## src/rtl/io_uart_pkg.sv

```systemverilog
// Shared constants and types for the IO-mapped UART: register offsets, STATUS bit
// positions and the FSM state encoding used by both the transmitter and receiver.
package io_uart_pkg;

    localparam logic [31:0] RegStatusOffset = 32'h0;
    localparam logic [31:0] RegRxDataOffset = 32'h4;
    localparam logic [31:0] RegTxDataOffset = 32'h8;

    localparam int unsigned StatusRxAvailBit  = 0;
    localparam int unsigned StatusTxReadyBit  = 1;
    localparam int unsigned StatusOverrunBit  = 2;
    localparam int unsigned StatusFrameErrBit = 3;

    typedef enum logic [1:0] {
        StIdle,
        StStart,
        StData,
        StStop
    } uart_state_e;

endpackage

```

## src/rtl/io_uart_if.sv

```systemverilog
// Core IO bus as seen by a memory-mapped peripheral: single-cycle load/store strobes
// with a registered read-data return.
interface io_uart_if;
    logic        io_write_en;
    logic        io_read_en;
    logic [31:0] io_address;
    logic [31:0] io_write_data;
    logic [31:0] io_read_data;

    modport master (
        output io_write_en,
        output io_read_en,
        output io_address,
        output io_write_data,
        input  io_read_data
    );

    modport slave (
        input  io_write_en,
        input  io_read_en,
        input  io_address,
        input  io_write_data,
        output io_read_data
    );
endinterface

```

## src/rtl/io_uart_fifo.sv

```systemverilog
// Synchronous first-word-fall-through FIFO; simultaneous push and pop are legal
// when full (pop frees the slot) and when empty (pop ignored, push accepted).
module io_uart_fifo #(
    parameter int unsigned Width = 8,
    parameter int unsigned Depth = 8
) (
    input  logic             clk,
    input  logic             reset_n,
    input  logic             push_i,
    input  logic [Width-1:0] push_data_i,
    input  logic             pop_i,
    output logic [Width-1:0] pop_data_o,
    output logic             full_o,
    output logic             empty_o
);
    localparam int unsigned PtrW = $clog2(Depth);

    logic [PtrW-1:0]  wr_ptr_q, wr_ptr_d;
    logic [PtrW-1:0]  rd_ptr_q, rd_ptr_d;
    logic [PtrW:0]    count_q, count_d;
    logic [Width-1:0] mem_q [Depth];
    logic             do_push, do_pop;

    assign full_o     = (count_q == (PtrW + 1)'(Depth));
    assign empty_o    = (count_q == '0);
    assign do_pop     = pop_i && !empty_o;
    assign do_push    = push_i && (!full_o || do_pop);
    assign pop_data_o = mem_q[rd_ptr_q];

    // Depth is a power of two, so the pointers wrap naturally.
    always_comb begin
        wr_ptr_d = wr_ptr_q;
        rd_ptr_d = rd_ptr_q;
        count_d  = count_q;
        if (do_push) wr_ptr_d = wr_ptr_q + PtrW'(1);
        if (do_pop)  rd_ptr_d = rd_ptr_q + PtrW'(1);
        case ({do_push, do_pop})
            2'b10:   count_d = count_q + (PtrW + 1)'(1);
            2'b01:   count_d = count_q - (PtrW + 1)'(1);
            default: count_d = count_q;
        endcase
    end

    always_ff @(posedge clk or negedge reset_n) begin
        if (!reset_n) begin
            wr_ptr_q <= '0;
            rd_ptr_q <= '0;
            count_q  <= '0;
        end else begin
            wr_ptr_q <= wr_ptr_d;
            rd_ptr_q <= rd_ptr_d;
            count_q  <= count_d;
        end
    end

    always_ff @(posedge clk) begin
        if (do_push) mem_q[wr_ptr_q] <= push_data_i;
    end

endmodule

```

## src/rtl/io_uart.sv

```systemverilog
// Memory-mapped 8N1 UART: register decode, sticky error flags, TX/RX bit FSMs with
// 16-bit baud counters, and a FIFO per direction.
module io_uart
    import io_uart_pkg::*;
#(
    parameter logic [31:0] BASE_ADDRESS = 32'h18,
    parameter int unsigned BAUD_DIVIDE  = 434,
    parameter int unsigned FIFO_DEPTH   = 8
) (
    input  logic     clk,
    input  logic     reset_n,
    io_uart_if.slave bus,
    output logic     uart_tx,
    input  logic     uart_rx
);
    localparam logic [15:0] BaudLast = 16'(BAUD_DIVIDE - 1);
    localparam logic [15:0] HalfLast = 16'(BAUD_DIVIDE / 2 - 1);

    logic sel_status, sel_rx, sel_tx;
    logic rd_status, rd_rx, wr_tx;
    logic unused_wdata;

    assign sel_status   = (bus.io_address == BASE_ADDRESS + RegStatusOffset);
    assign sel_rx       = (bus.io_address == BASE_ADDRESS + RegRxDataOffset);
    assign sel_tx       = (bus.io_address == BASE_ADDRESS + RegTxDataOffset);
    assign rd_status    = bus.io_read_en && sel_status;
    assign rd_rx        = bus.io_read_en && sel_rx;
    assign wr_tx        = bus.io_write_en && sel_tx;
    assign unused_wdata = ^bus.io_write_data[31:8];

    logic       tx_pop, tx_full, tx_empty;
    logic [7:0] tx_fifo_data;
    logic       rx_push, rx_full, rx_empty;
    logic [7:0] rx_fifo_data;

    uart_state_e tx_state_q, tx_state_d, rx_state_q, rx_state_d;
    logic [15:0] tx_cnt_q, tx_cnt_d, rx_cnt_q, rx_cnt_d;
    logic [2:0]  tx_bit_q, tx_bit_d, rx_bit_q, rx_bit_d;
    logic [7:0]  tx_shift_q, tx_shift_d, rx_shift_q, rx_shift_d;
    logic        tx_line_q, tx_line_d;
    logic [1:0]  sync_q, sync_d;
    logic        rx_prev_q, rx_s;
    logic        overrun_q, overrun_d, frame_err_q, frame_err_d;
    logic        overrun_ev, frame_err_ev;
    logic [31:0] read_data_q, read_data_d;

    io_uart_fifo #(.Width(8), .Depth(FIFO_DEPTH)) u_tx_fifo (
        .clk        (clk),
        .reset_n    (reset_n),
        .push_i     (wr_tx),
        .push_data_i(bus.io_write_data[7:0]),
        .pop_i      (tx_pop),
        .pop_data_o (tx_fifo_data),
        .full_o     (tx_full),
        .empty_o    (tx_empty)
    );

    io_uart_fifo #(.Width(8), .Depth(FIFO_DEPTH)) u_rx_fifo (
        .clk        (clk),
        .reset_n    (reset_n),
        .push_i     (rx_push),
        .push_data_i(rx_shift_q),
        .pop_i      (rd_rx),
        .pop_data_o (rx_fifo_data),
        .full_o     (rx_full),
        .empty_o    (rx_empty)
    );

    assign sync_d          = {sync_q[0], uart_rx};
    assign rx_s            = sync_q[1];
    assign uart_tx         = tx_line_q;
    assign bus.io_read_data = read_data_q;

    // Transmitter: STOP chains straight into START when more data is queued.
    always_comb begin
        tx_state_d = tx_state_q;
        tx_cnt_d   = tx_cnt_q;
        tx_bit_d   = tx_bit_q;
        tx_shift_d = tx_shift_q;
        tx_pop     = 1'b0;
        unique case (tx_state_q)
            StIdle: begin
                if (!tx_empty) begin
                    tx_pop     = 1'b1;
                    tx_shift_d = tx_fifo_data;
                    tx_cnt_d   = '0;
                    tx_state_d = StStart;
                end
            end
            StStart: begin
                if (tx_cnt_q == BaudLast) begin
                    tx_cnt_d   = '0;
                    tx_bit_d   = '0;
                    tx_state_d = StData;
                end else begin
                    tx_cnt_d = tx_cnt_q + 16'd1;
                end
            end
            StData: begin
                if (tx_cnt_q == BaudLast) begin
                    tx_cnt_d   = '0;
                    tx_shift_d = {1'b0, tx_shift_q[7:1]};
                    if (tx_bit_q == 3'd7) tx_state_d = StStop;
                    else                  tx_bit_d   = tx_bit_q + 3'd1;
                end else begin
                    tx_cnt_d = tx_cnt_q + 16'd1;
                end
            end
            StStop: begin
                if (tx_cnt_q == BaudLast) begin
                    tx_cnt_d = '0;
                    if (!tx_empty) begin
                        tx_pop     = 1'b1;
                        tx_shift_d = tx_fifo_data;
                        tx_state_d = StStart;
                    end else begin
                        tx_state_d = StIdle;
                    end
                end else begin
                    tx_cnt_d = tx_cnt_q + 16'd1;
                end
            end
            default: tx_state_d = StIdle;
        endcase
        case (tx_state_d)
            StStart: tx_line_d = 1'b0;
            StData:  tx_line_d = tx_shift_d[0];
            default: tx_line_d = 1'b1;
        endcase
    end

    // Receiver: a falling edge is only seen after the line has been high, so a
    // frame error with the line held low cannot re-arm until it returns high.
    always_comb begin
        rx_state_d   = rx_state_q;
        rx_cnt_d     = rx_cnt_q;
        rx_bit_d     = rx_bit_q;
        rx_shift_d   = rx_shift_q;
        rx_push      = 1'b0;
        overrun_ev   = 1'b0;
        frame_err_ev = 1'b0;
        unique case (rx_state_q)
            StIdle: begin
                if (rx_prev_q && !rx_s) begin
                    rx_cnt_d   = '0;
                    rx_state_d = StStart;
                end
            end
            StStart: begin
                if (rx_cnt_q == HalfLast) begin
                    rx_cnt_d = '0;
                    rx_bit_d = '0;
                    rx_state_d = rx_s ? StIdle : StData;
                end else begin
                    rx_cnt_d = rx_cnt_q + 16'd1;
                end
            end
            StData: begin
                if (rx_cnt_q == BaudLast) begin
                    rx_cnt_d   = '0;
                    rx_shift_d = {rx_s, rx_shift_q[7:1]};
                    if (rx_bit_q == 3'd7) rx_state_d = StStop;
                    else                  rx_bit_d   = rx_bit_q + 3'd1;
                end else begin
                    rx_cnt_d = rx_cnt_q + 16'd1;
                end
            end
            StStop: begin
                if (rx_cnt_q == BaudLast) begin
                    rx_cnt_d   = '0;
                    rx_state_d = StIdle;
                    if (rx_s) begin
                        rx_push    = 1'b1;
                        overrun_ev = rx_full && !rd_rx;
                    end else begin
                        frame_err_ev = 1'b1;
                    end
                end else begin
                    rx_cnt_d = rx_cnt_q + 16'd1;
                end
            end
            default: rx_state_d = StIdle;
        endcase
    end

    always_comb begin
        overrun_d   = overrun_ev || (overrun_q && !rd_status);
        frame_err_d = frame_err_ev || (frame_err_q && !rd_status);
        read_data_d = read_data_q;
        if (bus.io_read_en) begin
            read_data_d = '0;
            if (sel_status) begin
                read_data_d[StatusRxAvailBit]  = !rx_empty;
                read_data_d[StatusTxReadyBit]  = !tx_full;
                read_data_d[StatusOverrunBit]  = overrun_q;
                read_data_d[StatusFrameErrBit] = frame_err_q;
            end else if (sel_rx && !rx_empty) begin
                read_data_d[7:0] = rx_fifo_data;
            end
        end
    end

    always_ff @(posedge clk or negedge reset_n) begin
        if (!reset_n) begin
            tx_state_q  <= StIdle;
            tx_cnt_q    <= '0;
            tx_bit_q    <= '0;
            tx_shift_q  <= '0;
            tx_line_q   <= 1'b1;
            rx_state_q  <= StIdle;
            rx_cnt_q    <= '0;
            rx_bit_q    <= '0;
            rx_shift_q  <= '0;
            sync_q      <= 2'b11;
            rx_prev_q   <= 1'b1;
            overrun_q   <= 1'b0;
            frame_err_q <= 1'b0;
            read_data_q <= '0;
        end else begin
            tx_state_q  <= tx_state_d;
            tx_cnt_q    <= tx_cnt_d;
            tx_bit_q    <= tx_bit_d;
            tx_shift_q  <= tx_shift_d;
            tx_line_q   <= tx_line_d;
            rx_state_q  <= rx_state_d;
            rx_cnt_q    <= rx_cnt_d;
            rx_bit_q    <= rx_bit_d;
            rx_shift_q  <= rx_shift_d;
            sync_q      <= sync_d;
            rx_prev_q   <= rx_s;
            overrun_q   <= overrun_d;
            frame_err_q <= frame_err_d;
            read_data_q <= read_data_d;
        end
    end

endmodule

```

## src/flat_wrapper.sv

```systemverilog
// flat-port wrapper written by rule: the top's interface ports become plain ports
module io_uart_flat import io_uart_pkg::*;
#(
    parameter logic [31:0] BASE_ADDRESS = 32'h18,
    parameter int unsigned BAUD_DIVIDE  = 434,
    parameter int unsigned FIFO_DEPTH   = 8
)
  (clk, reset_n, uart_tx, uart_rx, bus_io_write_en, bus_io_read_en, bus_io_address, bus_io_write_data, bus_io_read_data);
  io_uart_if bus_i ();
  input  logic clk;
  input  logic reset_n;
  output logic uart_tx;
  input  logic uart_rx;
  input wire logic [$bits(bus_i.io_write_en)-1:0] bus_io_write_en;
  input wire logic [$bits(bus_i.io_read_en)-1:0] bus_io_read_en;
  input wire logic [$bits(bus_i.io_address)-1:0] bus_io_address;
  input wire logic [$bits(bus_i.io_write_data)-1:0] bus_io_write_data;
  output wire logic [$bits(bus_i.io_read_data)-1:0] bus_io_read_data;
  assign bus_i.io_write_en = bus_io_write_en;
  assign bus_i.io_read_en = bus_io_read_en;
  assign bus_i.io_address = bus_io_address;
  assign bus_i.io_write_data = bus_io_write_data;
  assign bus_io_read_data = bus_i.io_read_data;
  io_uart #(.BASE_ADDRESS(BASE_ADDRESS), .BAUD_DIVIDE(BAUD_DIVIDE), .FIFO_DEPTH(FIFO_DEPTH)) u_core (.clk(clk), .reset_n(reset_n), .bus(bus_i), .uart_tx(uart_tx), .uart_rx(uart_rx));
endmodule
```

## config.mk

```make
export PLATFORM = sky130hd
export DESIGN_NAME = io_uart_flat
export DESIGN_NICKNAME = d
export VERILOG_FILES = /design/src/rtl/io_uart_pkg.sv /design/src/rtl/io_uart_if.sv /design/src/rtl/io_uart_fifo.sv /design/src/rtl/io_uart.sv /design/src/flat_wrapper.sv
export SDC_FILE = /design/constraint.sdc
export NUM_CORES = 1
export LEC_CHECK = 0
export BUFFER_PORTS_ARGS = -buffer_cell sky130_fd_sc_hd__buf_4
export CORE_ASPECT_RATIO = 1.1
export CORE_MARGIN = 2
export CORE_UTILIZATION = 45
export DETAILED_ROUTE_END_ITERATION = 8
export GPL_TIMING_DRIVEN = 0
export HOLD_SLACK_MARGIN = 0.06
export MAX_ROUTING_LAYER = met4
export PLACE_DENSITY_LB_ADDON = 0.25
export SYNTH_ARGS = -nofsm -noshare
export SYNTH_HDL_FRONTEND = slang
export SYNTH_HIERARCHICAL = 1
export SYNTH_SLANG_ARGS = --single-unit
```

## constraint.sdc

```tcl
create_clock -name clk -period 3.5 [get_ports clk]
set_input_delay 0.7 -clock clk [delete_from_list [all_inputs] [get_ports clk]]
set_output_delay 0.7 -clock clk [all_outputs]
set_load 0.005 [all_outputs]
```

==> impl_metrics.ini, run 1 <==
[die]
start_util_pct = 45.5
die-width_um = 149
dieArea_sq_um = 24200
pin_count = 102
num_rows = 58
die_y_um = 163
core_area_sq_um = 22700

[sta]
finalCritPeriodShare_pct = 92.4
tns_ns = 0
final.min_clock_period_ns = 3.23
whs_ns = 0.311
tightestPinTransition_ns = 1.17
fmax_mhz = 309
setup_violations = 0
rsz0062_at_grt = no
slew_headroom_pct = 21.8
clock_skew_ns = 0.0195
final_max_slew_viol_count = 0
fin_ws_ns = 0.265
final_hold_viol_count = 0

[power]
switching_power_mw = 1.20
pwr-share-seq_pct = 48.6
clockPowerShare_pct = 46.1
ir_drop_mv = 0.376
swShare_pct = 20.9
power_mw = 5.74
p_leak_nw = 5.01
p_per_area_nw_per_um2 = 469
comb_power_share_pct = 5.2
internal-power_mw = 4.54

[synth]
synth_edf_count = 128
syn_inst = 747
avgSynthCellArea_sq_um = 13.8
synthesis.area_sq_um = 10300
synth-async-reset-ratio_pct = 41.8
synth_top_cell_area_share_pct = 37.2
synth-seq-area-share_pct = 59.5
yosys.cell_types.count = 72
yosys_register_bits = 220
synth_area_leaders = edfxtp_1, dfrtp_1, mux4_1
ys.flop_type = edfxtp_1
synth_top_area_cell = edfxtp_1
synth_warnings = 6

[route]
vias = 6247
drt-pass1-iter-count = 4
drcViolationCount = 0
drt_wl_total_um = 19700
drt_iter0_drc = 306
wl_per_cell_um = 16.8
vias_per_cell = 5.32
drtAntennaViolNets = 0

[worst_setup_path]
required_ns = 3.96
cp-end-kind = register
cp-startpoint = u_core/tx_cnt_q[1]$_DFFE_PN0P_
crit_arrival_ns = 3.69
criticalPathCategory = reg -> reg
path_max_fanout = 4
r2r_start = u_core/tx_cnt_q[1]$_DFFE_PN0P_
cp-start-kind = register

[cells_and_area]
diodes = 0
drive_above_1_share_pct = 27.6
postLayoutCellArea_sq_um = 12200
fill_cells = 1885
nNetsFinal = 950
area_growth_syn_to_layout_pct = 18.4

[cts]
clock-root-buffer = clkbuf_16
cts.path.max_buffers = 3
holdBufCountCts = 0
h-tree-depth = 1
clk_pin_slew_worst_paths_ns = 0.06
cts_buffers = 24
tritoncts = built
clock_sinks = 220
clk_latency_ns = 0.52

[global_route]
grt_pass1_vias = 6177
grt_usage_pct = 17.0
grt_pass1_wl_um = 31900
grt.overflow.total = 0
grt_max_degree = 93
antenna_found_initial = 0

[place]
hpwl_um = 12900
pre_cts_slack_ns = -0.471
port_buffers = 53
globalplace.congestion = 0.780
place_area_sq_um = 11200

[job]
drv_cap = 0

[outcome]
status = finished clean

[min_path]
holdCritStartpoint = uart_rx
hold_path.class = in -> reg
-- sequential cells by signal, indices dropped and copies added (netlist names), named ones only --
register                   cells
u_core/u_rx_fifo/wr_ptr_q      3
u_core/rx_cnt_q               16
u_core/u_rx_fifo/count_q       4
u_core/tx_cnt_q               16
u_core/u_tx_fifo/mem_q        64
u_core/u_tx_fifo/count_q       4
u_core/tx_shift_q              8
u_core/frame_err_q             1
u_core/u_tx_fifo/rd_ptr_q      3
u_core/sync_q                  2
u_core/uart_tx                 1
u_core/bus.io_read_data        8
u_core/rx_shift_q              8
u_core/u_tx_fifo/wr_ptr_q      3
u_core/rx_bit_q                3
u_core/rx_state_q              1
u_core/tx_bit_q                3
u_core/tx_state_q              2
u_core/rx_prev_q               1
u_core/u_rx_fifo/rd_ptr_q      3
u_core/u_rx_fifo/mem_q        64
u_core/overrun_q               1
-- power by group through the flow --
stage | combinational, mW | clock [mW] | sequential [mW]
global route | 0.349 | 2.83 | 2.80
CTS | 0.304 | 2.72 | 2.79
finish | 0.300 | 2.65 | 2.79
global placement | 0.303 | 0 | 2.84
detailed placement | 0.301 | 0 | 2.84
floorplan | 0.184 | 0 | 2.84
-- through the flow --
stage / utilization, % / cells
floorplan: - / 770
global placement: 49.3 / 1123
detailed placement: 49.4 / 1124
CTS: 53.5 / 1169
global route: 53.9 / 1174
finish: 53.9 / 1174
-- metal layers --
metal  part of all wire, %  vias to the layer above  global-route usage [%]
met5                     0                        -                       -
met4                   1.8                        0                    4.42
met3                   5.6                       28                    3.14
met2                    50                      145                    28.4
met1                    43                     3070                    21.4
li1                      -                     3004                       -
-- path summary, 6_finish.rpt --
kind,end,slack (ns),cells after the start
max in group asynchronous,u_core/tx_state_q[0]$_DFF_PN0_,2.26,1
hold / removal,u_core/sync_q[0]$_DFF_PN1_,0.31,1
setup / recovery,u_core/u_tx_fifo/count_q[3]$_DFFE_PN0P_,0.27,14
setup reg to reg,u_core/u_tx_fifo/count_q[3]$_DFFE_PN0P_,0.27,14
hold reg to reg,u_core/sync_q[1]$_DFF_PN1_,0.34,0
min in group asynchronous,u_core/tx_cnt_q[7]$_DFFE_PN0P_,0.39,1
-- cells in the mapped netlist (3+ instances only) --
library cell and number:
or3_1 4, mux4_1 16, nand2_1 59, mux2_4 3
nand2b_1 12, xnor2_1 10, mux4_2 16, a21oi_1 17
buf_4 25, ha_1 23, a211o_1 3, buf_2 6
or2_2 5, and3_1 7, a22o_1 23, clkbuf_8 4
buf_6 7, o22ai_1 3, o31ai_1 6, nand3_1 20
dfstp_2 4, clkbuf_1 10, mux2i_1 8, o21ai_0 34
o21ai_2 3, xor2_1 8, a31oi_1 12, nor2_1 31
and2_1 3, dfrtp_1 88, nand3b_1 6, nand4_1 7
nor4_1 13, inv_1 31, edfxtp_1 128, nor3_1 17
mux2_2 30
-- final cells by class --
cell class | instances | area [sq um] | area share, %
Tap cell | 300 | 375 | 3.07
Buffer | 53 | 393 | 3.21
Inverter | 31 | 116 | 0.951
Clock buffer | 28 | 637 | 5.20
Clock inverter | 16 | 203 | 1.66
Timing Repair Buffer | 60 | 450 | 3.68
Sequential cell | 220 | 6150 | 50.3
Multi-Input combinational cell | 466 | 3910 | 31.9
-- worst max-delay path, stage by stage (launching register included) --
cell,delay [ns]
dfrtp_1,0.41
inv_1,0.08
ha_1,0.16
nand4bb_1,0.27
nor4_4,0.46
nor2_4,0.08
nor3_4,0.16
o21ai_2,0.08
or2_2,0.30
inv_1,0.08
ha_1,0.24
or2_2,0.32
nand3_1,0.11
mux2_2,0.34
nand3b_1,0.08
-- cells by family (layout without fill, tap and decap cells) --
| kind of cell | Yosys count | count (layout) | share of synthesized area, % |
|---|---|---|---|
| flip-flops | 220 | 220 | 59.5 |
| AND/OR/NAND/NOR | 203 | 203 | 10.3 |
| XOR/XNOR | 18 | 18 | 1.53 |
| buffers and inverters | 84 | 188 | 4.93 |
| multiplexers | 73 | 73 | 12.0 |
| other | 1 | 24 | 0.0363 |
| AO/OA/AOI/OAI | 123 | 123 | 8.48 |
| adder cells (fa/ha/maj) | 25 | 25 | 3.17 |
-- timing repair --
| item | 4_1_cts | 5_1_grt |
|---|---|---|
| pin swaps | 1 | 2 |
| gates resized for setup | 18 | 10 |
| buffers inserted | 1 | 5 |
| setup endpoints to repair | 90 | 34 |
| hold endpoints to repair | 0 | 0 |
-- cell usage in the layout, fill, tap and decap left out, drive strengths merged, types with 12 or more instances in the layout --
cell type,synthesis,layout
mux2,33,33
inv,31,31
a22o,23,23
a21oi,17,17
o21ai,37,37
dfrtp,88,88
nand3,20,20
ha,23,23
edfxtp,128,128
nand2,59,59
a31oi,14,14
mux4,32,32
nand2b,12,12
nor3,17,17
buf,39,99
nor4,15,15
conb,1,24
clkbuf,14,42
nor2,33,33
(Power assumes the default switching activity.)
==> run 2: changes to the inputs <==
- clock period: 3.5 -> 4.02 ns (I/O delays scaled with it)
==> run 2 against run 1 <==
Core utilization down 1.3 points. Final cell count down 0.77%. Hold slack better by 0.047 ns. Sequential share of layout area up 1.2 points. Global-route usage down 0.78 points. Sequential power down 13%. Final area down 2.4%. Critical path depth down 1. Fmax down 14%.
==> impl_metrics.ini, run 2 (synthesis results as in run 1) <==
[worst_setup_path]
path_max_fanout = 7
r2r_end = u_core/u_tx_fifo/count_q[3]$_DFFE_PN0P_
r2r_start = u_core/tx_state_q[0]$_DFF_PN0_
path_buf_inv = 1
crit_family = simple AND/OR/NAND/NOR gates
crit_arrival_ns = 4.20
criticalPathCategory = reg -> reg
reg2reg_setup_slack_ns = 0.24
cp-start-kind = register
cpMaxStageDelayCell = or4b_2
required_ns = 4.45
cp.depth = 13
rr_worst_depth = 13
cp-end-kind = register
worstPathCellList = ha_1 -> or4b_2 -> nor4_2 -> nor2_1 -> nor3_4 -> o21ai_2 -> or2_2 -> inv_1 -> ha_1 -> or2_2 -> nand3_1 -> mux2_2 -> nand3b_1
max_stage_delay_ns = 0.61

[route]
drtAntennaViolNets = 0
drt_wl_total_um = 19000
drt_iter0_drc = 361
drt-pass1-iter-count = 6
vias = 6190
vias_per_cell = 5.31
drcViolationCount = 0
wl_per_cell_um = 16.3

[sta]
tightestPinTransition_ns = 1.34
fmax_mhz = 265
final_hold_viol_count = 0
clock_skew_ns = 0.0112
setup_violations = 0
slew_headroom_pct = 9.71
rsz0062_at_grt = no
final_max_slew_viol_count = 0
final.min_clock_period_ns = 3.78
whs_ns = 0.358
finalCritPeriodShare_pct = 93.9

[cts]
holdBufCountCts = 0
post_cts_buffers = 0
clock_sinks = 220
clk_latency_ns = 0.49
h-tree-depth = 1
cts_buffers = 23
clock-root-buffer = clkbuf_16
tritoncts = built
clk_pin_slew_worst_paths_ns = 0.06
cts.path.max_buffers = 3

[global_route]
grt_usage_pct = 16.2
antenna_found_initial = 0
grt.overflow.total = 0
grt_pass1_vias = 6047
grt_max_degree = 93
grt_pass1_wl_um = 30600

[min_path]
holdCritStartpoint = u_core/sync_q[0]$_DFF_PN1_
whs_path_depth = 0
hold_end = u_core/sync_q[1]$_DFF_PN1_
hold_path.class = reg -> reg

[die]
start_util_pct = 45.5
dieArea_sq_um = 24200
core_area_sq_um = 22700
pin_count = 102
num_rows = 58
die-width_um = 149
die_y_um = 163

[place]
place_area_sq_um = 11200
dp_cells = 1124
globalplace.congestion = 0.796
hpwl_um = 12700
port_buffers = 53

[cells_and_area]
final_common_cell = edfxtp_1
postLayoutCellArea_sq_um = 11900
area_growth_syn_to_layout_pct = 15.5
nNetsFinal = 943
diodes = 0
fill_cells = 1900
drive_above_1_share_pct = 23.7
fin_cells = 1165
largestRegisters = u_core/u_rx_fifo/mem_q: 64 flops, u_core/u_tx_fifo/mem_q: 64 flops
most-common-layout-cells = edfxtp_1, dfrtp_1, buf_4
finish.utilization_pct = 52.6

[power]
ir_drop_mv = 0.384
p_per_area_nw_per_um2 = 392
power_mw = 4.68
p_leak_nw = 4.89

[outcome]
status = finished clean

[job]
drv_cap = 0
## run 2: report_power, final
part,internal [mW],switching (mW)
logic,0.102,0.161
registers,2.41,0.0288
clock network,1.19,0.802
total,3.69,0.992
## run 2: metrics by stage
stage	setup TNS, ns	worst slack [ns]
after global routing	0	0.00970
after floorplan	0	0.191
after CTS	0	0.0744
after global placement	-25.07	-0.759
after detailed placement	-12.63	-0.382
final	0	0.245
## run 2: per-layer routing
| metal | GRT usage [%] | vias up | part of all wire [%] |
|---|---|---|---|
| li1 | - | 2991 | - |
| met1 | 20.8 | 3047 | 45 |
| met2 | 27.2 | 135 | 49 |
| met3 | 2.75 | 17 | 5.0 |
| met4 | 3.59 | 0 | 1.3 |
| met5 | - | - | 0 |
## run 2: how the worst max path moves through the flow
| stage | startpoint | endpoint | slack (ns) |
|---|---|---|---|
| floorplan | u_core/tx_state_q[1]$_DFF_PN0_ | u_core/u_tx_fifo/count_q[3]$_DFFE_PN0P_ | 0.19 |
| global placement | u_core/tx_state_q[0]$_DFF_PN0_ | u_core/u_tx_fifo/mem_q[0][0]$_DFFE_PP_ | -0.76 |
| detailed placement | u_core/tx_state_q[0]$_DFF_PN0_ | u_core/u_tx_fifo/count_q[3]$_DFFE_PN0P_ | -0.38 |
| CTS | u_core/tx_state_q[0]$_DFF_PN0_ | u_core/u_tx_fifo/count_q[3]$_DFFE_PN0P_ | 0.07 |
| global route | u_core/tx_state_q[0]$_DFF_PN0_ | u_core/u_tx_fifo/count_q[3]$_DFFE_PN0P_ | 0.01 |
| finish | u_core/tx_state_q[0]$_DFF_PN0_ | u_core/u_tx_fifo/count_q[3]$_DFFE_PN0P_ | 0.24 |
## run 2: final cells by class
type | count | area (sq um) | share of cell area [%]
multi-input cells | 466 | 3800 | 31.8
inverters | 31 | 116 | 0.974
clock buffers | 34 | 617 | 5.16
repair buffers | 54 | 405 | 3.39
plain buffers | 53 | 393 | 3.29
flip-flops and latches | 220 | 6150 | 51.5
clock inverters | 7 | 83.8 | 0.702
well taps | 300 | 375 | 3.14
## run 2: what timing repair did
item	in CTS	in global routing
endpoints found under the setup margin	66	9
gates cloned	0	0
resized for setup	2	1
==> run 3: changes to the inputs <==
- HOLD_SLACK_MARGIN: 0.06 -> 0.05
- SYNTH_HIERARCHICAL: 1 -> default
- clock period: 4.02 -> 4.8 ns (I/O delays scaled with it)
==> run 3 against run 2 <==
Final cell count grew 0.43%. Area after synthesis shrank 3.0%. Largest power group unchanged. Critical path depth shrank 6. Non-clock buffer count is the same. Global-route usage grew 2.2 points. Synthesized cell count grew 0.54%. Flip-flop and latch count is the same. Clock-buffer cell count shrank 5. Worst setup slack gained 0.91 ns. Sequential power shrank 15%. Sequential share of layout area grew 0.75 points.
==> impl_metrics.ini, run 3 <==
[outcome]
status = finished clean

[cts]
clock-root-buffer = clkbuf_16
holdBufCountCts = 0
cts_buffers = 24
clk_latency_ns = 0.54
h-tree-depth = 1
post_cts_buffers = 0
tritoncts = built
cts.path.max_buffers = 3
clk_pin_slew_worst_paths_ns = 0.06
clock_sinks = 220
cts_resized = 0

[synth]
ys_top_cells_by_count = edfxtp_1, dfrtp_1, nand2_1
avgSynthCellArea_sq_um = 13.4
yosys_register_bits = 220
synth_top_area_cell = edfxtp_1
synth_top_cell_area_share_pct = 38.3
ys.flop_type = edfxtp_1
synth_warnings = 0
yosys.cell_types.count = 62
synth-xor-area-share_pct = 2.53
synth_most_common_cell = edfxtp_1
synthesis.area_sq_um = 10000
synthAdderAreaFrac_pct = 3.14
synth-seq-area-share_pct = 61.3
synth_area_leaders = edfxtp_1, dfrtp_1, mux4_2
synthSimpleGateAreaFrac_pct = 11.7
synth-async-reset-ratio_pct = 41.8
synth_compound_area_share_pct = 7.02
synth_top_family_by_area = simple AND/OR/NAND/NOR gates
synth_edf_count = 128
muxShareOfSynthArea_pct = 10.3
syn_inst = 751

[route]
drtAntennaViolNets = 0
drt_wl_total_um = 20500
drt-pass1-iter-count = 4
vias = 6260
drt_iter0_drc = 293
drcViolationCount = 0
vias_per_cell = 5.35
wl_per_cell_um = 17.5

[die]
pin_count = 102
die-width_um = 146
num_rows = 57
dieArea_sq_um = 23500
core_area_sq_um = 22000
start_util_pct = 45.7
die_y_um = 161

[global_route]
grt_pass1_vias = 6443
antenna_found_initial = 0
grt_pass1_wl_um = 33300
grt_max_degree = 93
grt.overflow.total = 0
grt_usage_pct = 18.3

[place]
hpwl_um = 13400
place_area_sq_um = 11000
pre_cts_slack_ns = 0.211
globalplace.congestion = 0.808
port_buffers = 52

[cells_and_area]
postLayoutCellArea_sq_um = 11800
diodes = 0
regArea_sq_um = 6150
final_common_cell = edfxtp_1
nNetsFinal = 950
largestRegisters = u_core.u_rx_fifo.mem_q: 64 flops, u_core.u_tx_fifo.mem_q: 64 flops
area_growth_syn_to_layout_pct = 17.3
drive_above_1_share_pct = 21.6
fill_cells = 1917
most-common-layout-cells = edfxtp_1, dfrtp_1, buf_4
multi_input_area_sq_um = 3640

[worst_setup_path]
worstPathCellList = buf_4 -> nor4_1 -> nand4_1 -> nor3_1 -> o21ai_1 -> nor4b_2 -> buf_4
cp-end-kind = register
required_ns = 5.04
cp-start-kind = input port
criticalPathCategory = in -> reg
cp_common_cell = buf_4
max_stage_delay_ns = 0.80
path_max_fanout = 7
crit_arrival_ns = 3.89
cpMaxStageDelayCell = nor3_1

[job]
drv_cap = 0

[power]
p_leak_nw = 4.69
power_mw = 4.02
p_per_area_nw_per_um2 = 341
ir_drop_mv = 0.284

[sta]
final_hold_viol_count = 0
final.min_clock_period_ns = 3.65
tightestPinTransition_ns = 1.01
slew_headroom_pct = 32.5
fin_ws_ns = 1.15
fmax_mhz = 274
clock_skew_ns = 0.0300
final_max_slew_viol_count = 0
rsz0062_at_grt = no
finalCritPeriodShare_pct = 76.0
setup_violations = 0

[min_path]
hold_path.class = reg -> reg
-- run 3: metrics by stage --
| step | setup TNS [ns] | instances | utilization [%] | hold slack [ns] |
|---|---|---|---|---|
| 3_5_place_dp | 0 | 1125 | 49.9 | 0.347 |
| 5_1_grt | 0 | 1170 | 53.6 | 0.363 |
| 4_1_cts | 0 | 1169 | 53.4 | 0.355 |
| 6_report | 0 | 1170 | 53.6 | 0.354 |
| 3_3_place_gp | -5.99 | 1121 | 49.5 | 0.348 |
| 2_1_floorplan | 0 | 774 | - | 0.345 |
-- run 3: final timing paths --
kind	start	to	slack, ns	cells after the start
setup / recovery	bus_io_address[13]	u_core.u_tx_fifo.mem_q[2][5]$_DFFE_PP_	1.15	7
hold / removal	u_core.sync_q[0]$_DFF_PN1_	u_core.sync_q[1]$_DFF_PN1_	0.35	0
min in group asynchronous	reset_n	u_core.rx_cnt_q[11]$_DFFE_PN0N_	0.42	1
setup reg to reg	u_core.tx_cnt_q[1]$_DFFE_PN0P_	u_core.u_tx_fifo.mem_q[4][2]$_DFFE_PP_	1.35	8
max in group asynchronous	reset_n	u_core.uart_tx$_DFF_PN1_	3.71	2
hold reg to reg	u_core.sync_q[0]$_DFF_PN1_	u_core.sync_q[1]$_DFF_PN1_	0.35	0
-- run 3: power by group --
group | switching [mW] | internal (mW) | leakage (nW)
clock network | 0.764 | 1.04 | 0.376
registers | 0.0434 | 2.02 | 2.52
logic | 0.0708 | 0.0793 | 1.79
total | 0.878 | 3.14 | 4.69
-- run 3: per-layer routing --
layer  part of all wire, %  track usage [%]  up-vias
met5                     0                -        -
met4                   2.0             5.08        0
met3                   3.8             2.41       31
met2                    48             30.0      132
met1                    46             24.4     3099
li1                      -                -     2998
-- run 3: cell families (layout without fill, tap and decap cells) --
logic type,count (synthesis),after routing
AO/OA/AOI/OAI,114,114
buffers and inverters,77,178
multiplexers,62,62
XOR/XNOR,29,29
flip-flops,220,220
adder cells (fa/ha/maj),24,24
AND/OR/NAND/NOR,224,224
other,1,24
-- run 3: final cells by class --
type | count | area share, %
Clock buffer | 29 | 5.26
Timing Repair Buffer | 57 | 3.80
Multi-Input combinational cell | 477 | 31.0
Tap cell | 295 | 3.14
Clock inverter | 15 | 1.30
Sequential cell | 220 | 52.2
Buffer | 50 | 2.43
Inverter | 27 | 0.861
-- run 3: worst max-delay path, delay by kind of cell --
kind	cells	cell delay (ns)
buffers and inverters	2	0.40
AOI/OAI and AO/OA	1	0.49
and+or+nand+nor	4	2.02
